[config.mk]
export PLATFORM = sky130hd
export DESIGN_NAME = operand_issue_stage
export DESIGN_NICKNAME = d
export VERILOG_FILES = /design/src/rtl/operand_issue_stage.sv
export SDC_FILE = /design/constraint.sdc
export NUM_CORES = 2
export LEC_CHECK = 0
export CAP_MARGIN = 20
export CORE_MARGIN = 10
export CORE_UTILIZATION = 55
export CTS_BUF_LIST = sky130_fd_sc_hd__clkbuf_8
export DETAILED_ROUTE_END_ITERATION = 12
export GPL_ROUTABILITY_DRIVEN = 1
export PLACE_DENSITY = 0.79
export REMOVE_ABC_BUFFERS = 1
export SETUP_SLACK_MARGIN = 0.5
export SLEW_MARGIN = 40
export SYNTH_ARGS = -nofsm -noshare
export SYNTH_HDL_FRONTEND = slang
export SYNTH_SLANG_ARGS = --single-unit
[constraint.sdc]
create_clock -name clk -period 5.4 [get_ports clk]
set_input_delay 1.08 -clock clk [delete_from_list [all_inputs] [get_ports clk]]
set_output_delay 1.08 -clock clk [all_outputs]
set_load 0.01 [all_outputs]
[src/rtl/operand_issue_stage.sv]
// operand_issue_stage: RV32I decode/operand-issue stage with the 32x32 register file
// and a valid/ready ID/EX pipeline register.
`default_nettype none

module operand_issue_stage #(
  parameter logic [31:0] NOP_INSTR = 32'h00000013
) (
  input  logic        clk,
  input  logic        rst,
  input  logic        in_valid,
  output logic        in_ready,
  input  logic [31:0] instr,
  input  logic        wb_en,
  input  logic [4:0]  wb_rd,
  input  logic [31:0] wb_data,
  input  logic        flush,
  output logic        out_valid,
  input  logic        out_ready,
  output logic [31:0] a1,
  output logic [31:0] a2,
  output logic [31:0] imm_ext,
  output logic        alu_scr2,
  output logic [4:0]  rd,
  output logic        reg_write,
  output logic        illegal,
  output logic [31:0] out_instr
);

  localparam logic [6:0] OP_R      = 7'b0110011;
  localparam logic [6:0] OP_IMM    = 7'b0010011;
  localparam logic [6:0] OP_LOAD   = 7'b0000011;
  localparam logic [6:0] OP_JALR   = 7'b1100111;
  localparam logic [6:0] OP_STORE  = 7'b0100011;
  localparam logic [6:0] OP_BRANCH = 7'b1100011;
  localparam logic [6:0] OP_LUI    = 7'b0110111;
  localparam logic [6:0] OP_AUIPC  = 7'b0010111;
  localparam logic [6:0] OP_JAL    = 7'b1101111;

  logic [31:0] rf_q [32];

  logic        out_valid_q;
  logic [31:0] a1_q, a2_q, imm_q, instr_q;
  logic        alu_scr2_q, reg_write_q, illegal_q;
  logic [4:0]  rd_q;

  logic [4:0]  rs1, rs2;
  logic [31:0] rs1_val, rs2_val;
  logic [31:0] imm_d;
  logic        alu_scr2_d, reg_write_d, illegal_d;
  logic        accept, drain, wb_hit;

  assign rs1    = instr[19:15];
  assign rs2    = instr[24:20];
  assign wb_hit = wb_en & (wb_rd != 5'd0);

  assign in_ready = ~out_valid_q | out_ready | flush;
  assign accept   = in_valid & in_ready & ~flush;
  assign drain    = out_valid_q & out_ready;

  // Write-through bypass so an operand written this cycle is not issued stale.
  always_comb begin
    rs1_val = 32'd0;
    rs2_val = 32'd0;
    if (rs1 != 5'd0) rs1_val = (wb_hit && wb_rd == rs1) ? wb_data : rf_q[rs1];
    if (rs2 != 5'd0) rs2_val = (wb_hit && wb_rd == rs2) ? wb_data : rf_q[rs2];
  end

  always_comb begin
    imm_d       = 32'd0;
    alu_scr2_d  = 1'b0;
    reg_write_d = 1'b0;
    illegal_d   = 1'b0;
    unique case (instr[6:0])
      OP_R: begin
        reg_write_d = 1'b1;
      end
      OP_IMM, OP_LOAD, OP_JALR: begin
        imm_d       = {{20{instr[31]}}, instr[31:20]};
        alu_scr2_d  = 1'b1;
        reg_write_d = 1'b1;
      end
      OP_STORE: begin
        imm_d      = {{20{instr[31]}}, instr[31:25], instr[11:7]};
        alu_scr2_d = 1'b1;
      end
      OP_BRANCH: begin
        imm_d = {{19{instr[31]}}, instr[31], instr[7], instr[30:25], instr[11:8], 1'b0};
      end
      OP_LUI, OP_AUIPC: begin
        imm_d       = {instr[31:12], 12'd0};
        alu_scr2_d  = 1'b1;
        reg_write_d = 1'b1;
      end
      OP_JAL: begin
        imm_d       = {{11{instr[31]}}, instr[31], instr[19:12], instr[20], instr[30:21], 1'b0};
        alu_scr2_d  = 1'b1;
        reg_write_d = 1'b1;
      end
      default: begin
        illegal_d = 1'b1;
      end
    endcase
  end

  always_ff @(posedge clk) begin
    if (rst) begin
      for (int i = 0; i < 32; i++) rf_q[i] <= 32'd0;
    end else if (wb_hit) begin
      rf_q[wb_rd] <= wb_data;
    end
  end

  always_ff @(posedge clk) begin
    if (rst || flush) begin
      out_valid_q <= 1'b0;
      a1_q        <= 32'd0;
      a2_q        <= 32'd0;
      imm_q       <= 32'd0;
      alu_scr2_q  <= 1'b0;
      rd_q        <= 5'd0;
      reg_write_q <= 1'b0;
      illegal_q   <= 1'b0;
      instr_q     <= NOP_INSTR;
    end else if (accept) begin
      out_valid_q <= 1'b1;
      a1_q        <= rs1_val;
      a2_q        <= rs2_val;
      imm_q       <= imm_d;
      alu_scr2_q  <= alu_scr2_d;
      rd_q        <= instr[11:7];
      reg_write_q <= reg_write_d;
      illegal_q   <= illegal_d;
      instr_q     <= instr;
    end else if (drain) begin
      out_valid_q <= 1'b0;
    end else if (out_valid_q) begin
      // Held entry: keep its operands coherent with writebacks that land while stalled.
      if (wb_hit && wb_rd == instr_q[19:15]) a1_q <= wb_data;
      if (wb_hit && wb_rd == instr_q[24:20]) a2_q <= wb_data;
    end
  end

  assign out_valid = out_valid_q;
  assign a1        = a1_q;
  assign a2        = a2_q;
  assign imm_ext   = imm_q;
  assign alu_scr2  = alu_scr2_q;
  assign rd        = rd_q;
  assign reg_write = reg_write_q;
  assign illegal   = illegal_q;
  assign out_instr = instr_q;

endmodule

`default_nettype wire

# ---- Yosys cells after proc, flatten, opt, wreduce, memory -nomap -nowiden
# Memory sizes are Yosys's and may differ from the RTL's.
# Cells that the tools add are included.
dict set report word_totals {
  reg_bits 137
  ramBits 1024
  inputBits 75
  output_inout_bits 138
  wordCells 78
  mem_count 1
}
dict set report classes {
  eq_ne 14
  mux 26
  bitwise 8
  reduce_logical 20
}
# name words word_bits rd rd_clocked_by_memory_dff write_ports line
set memory_table {}
lappend memory_table {rf_q 32 32 2 0 32 39} ;# logic [31:0] rf_q [32];
# cell n
set ops {}
lappend ops {{$mux 32} 13}
lappend ops {{$pmux 32 s5} 1}
lappend ops {{$reduce_or 32->1} 1}
lappend ops {{$eq 7x6->1 const B} 3}
lappend ops {{$eq 7x7->1 const B} 3}
lappend ops {{$eq 5x5->1} 4}
lappend ops {{$reduce_bool 5->1} 3}
lappend ops {{$eq 7x5->1 const B} 2}
lappend ops {{$reduce_or 7->1} 2}
lappend ops {{$mux 1} 11}
lappend ops {{$reduce_or 9->1} 1}
lappend ops {{$reduce_bool 2->1} 4}
lappend ops {{$eq 7x2->1 const B} 1}
lappend ops {{$reduce_and 3->1} 2}
lappend ops {{$mux 5} 1}
lappend ops {{$and 1x1->1} 4}
lappend ops {{$logic_and 1x1->1} 4}
lappend ops {{$reduce_or 3->1} 1}
lappend ops {{$ne 2x2->1 const B} 1}
lappend ops {{$not 1->1} 2}
lappend ops {{$or 1x1->1} 2}
lappend ops {{$reduce_or 2->1} 1}
lappend ops {{$logic_or 1x1->1} 1}

# ---- Depth between registers and ports, before layout
dict set report logic_depth {
  ltp_word 7
  depth_mapped 11
  depth_no_buf 6
}

# ---- Worst setup path before layout
# No wires, ideal clock.
dict set report synth_timing {
  kind {input to register}
  from {in wb_rd[3]}
  to {mem rf_q[11][0], enable pin}
  setup_ps 375
  arrival_time_ps 2600
  t_required_ps 5025
  path_slack_ps 2425
  cell_stages 4
  path_buffers 1
  cell_sequence {buf_1 or3b_2 nor2_1 or2_2}
}
# item line
set synth_lines {}
lappend synth_lines {{start, declared} 14} ;# input logic [4:0] wb_rd,
lappend synth_lines {{end, declared} 39}

# ---- Worst setup path after layout
dict set report layout_timing {
  from {in out_ready}
  to {out in_ready}
}
dict set report layout_between {
  elab_chain_len 2
}
# item line
set layout_lines {}
lappend layout_lines {{start, declared} 18} ;# input logic out_ready,
lappend layout_lines {{$or 1x1->1 (2 in a row)} 56} ;# assign in_ready = ~out_valid_q | out_ready | flush;
lappend layout_lines {{end, declared} 11} ;# output logic in_ready,
# No other way between the ends.

==> qor.yml <==
status: "finished, final reports clean"
peakVddDrop_v: 0.000283
cts_hold_buffers: 0
synth_common_cells: "1024 x edfxtp_1, 995 x and2_1, 453 x mux2i_1"
final_nets: 4732
synth_top_area_cell: "edfxtp_1"
tns_ns: 0
synth_ff_type: "edfxtp_1"
holdWs_ns: 0.453
fin_worst_skew_ns: 0.0425
syn_area_per_cell_um2: 13.2
worstSkewPairLatency_ns: 0.89
portBuffers: 212
worst-path-max-fanout: 6
fin_util_pct: 61.8
path_class: "in -> out"
max_slew_margin_pct: 37.3
grt_pass1_wl_um: 302000
synth_area_mm2: 0.0600
multi_input_comb_area_mm2: 0.0249
grt_overflow_total: 0
viasPerCell: 7.07
firstDrtPassIters: 8
start_util_pct: 55.3
synth_cell_types: 64
clk_path_buf_depth: 3
synthCells: 4538
yosysWarnings: 0
setup_viol: 0
ioPinCount: 213
place_hpwl_um: 126000
synth_top_area_share_pct: 51.3
wire_per_inst_um: 34.2
dp.cells: 5888
routabilityCongestion: 0.907
placeableCoreArea_mm2: 0.109
fmaxAchievable_mhz: 276
die_y_um: 350
rows: 121
fin_crit_sh_pct: 67.1
worstMarginPinSlew_ns: 0.940
powerDensity_mw_per_mm2: 300
htreeDepth: 4
ant_nets: 0
crit_path_start_kind: "input port"
synthToLayoutAreaGrowth_pct: 11.9
synth_edf_count: 1024
cts_resized: 0
arrival_ns: 2.54
worstPathRequired_ns: 4.32
grt_usage_pct: 34.0
layout-drive-gt1-share_pct: 17.1
dieArea_mm2: 0.123
root_buffer: "clkbuf_8"
finalCriticalPeriod_ns: 3.62
drv_cap: 0
grt_max_degree: 77
clk_pin_slew_ns: 0.05
yosysMostFrequentCell: "edfxtp_1"
register_area_mm2: 0.0334
postCtsSetupBuffers: 0
cts_tree: "built"
drt_wl_total_um: 213000
grt_pass1_vias: 43659
antenna_found_initial: 20
crit_path_end_kind: "output pin"
rsz0062_at_grt: "no"
p_leak_nw: 24.3
numCtsBuffers: 181
finalHoldViolCount: 0
ys_ff_latch: 1156
vias: 44115
drc: 0
ys_async_sr_fraction_pct: 0
cts.sinks: 1156
drtIter0Drc: 8210
n_fill_cell: 7946
slew_viol_final: 0
fin_cells: 6236
synthTopCellsByArea: "edfxtp_1 51%, mux4_2 11%, and2_1 10%"
ys_seq_area_share_pct: 55.7
holdCritPathClass: "reg -> reg"
fp.dieW_um: 350
[state kept, by name (all words and copies together) (netlist names)]
signal and cells:
a1 32, out_valid 1, out_instr 32, a2 32, illegal 1, reg_write 1
alu_scr2 1, imm_ext 32, rf_q 1024
[critical path, stage by stage]
cell and delay (ns):
clkdlybuf4s50_1 0.41, nor2b_1 0.44, nand2b_1 0.11, clkdlybuf4s50_1 0.50
[area by class of cell]
class                   instances  share of cell area (%)
well taps                    1414                    2.64
diodes                         12                  0.0448
multi-input cells            2945                    37.1
flip-flops and latches       1156                    49.8
clock inverters               138                    1.05
inverters                       5                  0.0317
clock buffers                 198                    4.06
repair buffers                368                    5.29
[per-layer routing]
layer / track usage [%] / wire, um / vias to the layer above
met3: 12.2 / 34700 / 1017
li1: - / - / 17355
met5: 0.118 / 184 / -
met1: 41.8 / 69400 / 21393
met4: 22.8 / 16200 / 18
met2: 50.3 / 92600 / 4332
[per-stage QoR]
step	total power [mW]	instance area, um^2	setup WS, ns
after global routing	20.5	67100	1.69
after CTS	20.0	67100	1.76
after detailed placement	13.0	63600	1.12
final	20.1	67100	1.78
after global placement	12.9	63700	1.08
after floorplan	11.7	57900	1.63
[cells by family after synthesis]
logic type	Yosys count	share of synthesized area, %
simple gates	1489	14.2
flops	1156	55.7
mux	745	18.6
compound gates	659	7.61
buf+inv	468	3.61
xor+xnor	20	0.292
other cells	1	0.00625
[path summary, 6_finish.rpt]
check | from | end | slack, ns | cells past startpoint
worst max-delay path | out_ready | in_ready | 1.78 | 4
worst min-delay path | imm_ext[18] | imm_ext[18] | 0.45 | 2
worst max register to register | out_valid | a1[30] | 2.68 | 7
worst min register to register | imm_ext[18] | imm_ext[18] | 0.45 | 2
[where the power goes]
group / internal, mW / switching (mW) / total, mW
combinational: 0.931 / 1.50 / 2.43
sequential: 10.2 / 0.293 / 10.5
clock: 3.60 / 3.57 / 7.18
[cell usage in the layout (no fill, tap or decap), types with 87 or more instances in the layout]
master           count
a211oi_1            87
a21oi_1             91
and2_1             994
buf_4              128
clkbuf_8           198
clkdlybuf4s50_1    174
dfxtp_1            132
edfxtp_1          1024
mux2i_1            453
mux4_2             287
nand2_1            134
nor2_1             150
o21ai_0            108
o22ai_1            167
(Power assumes the default switching activity.)
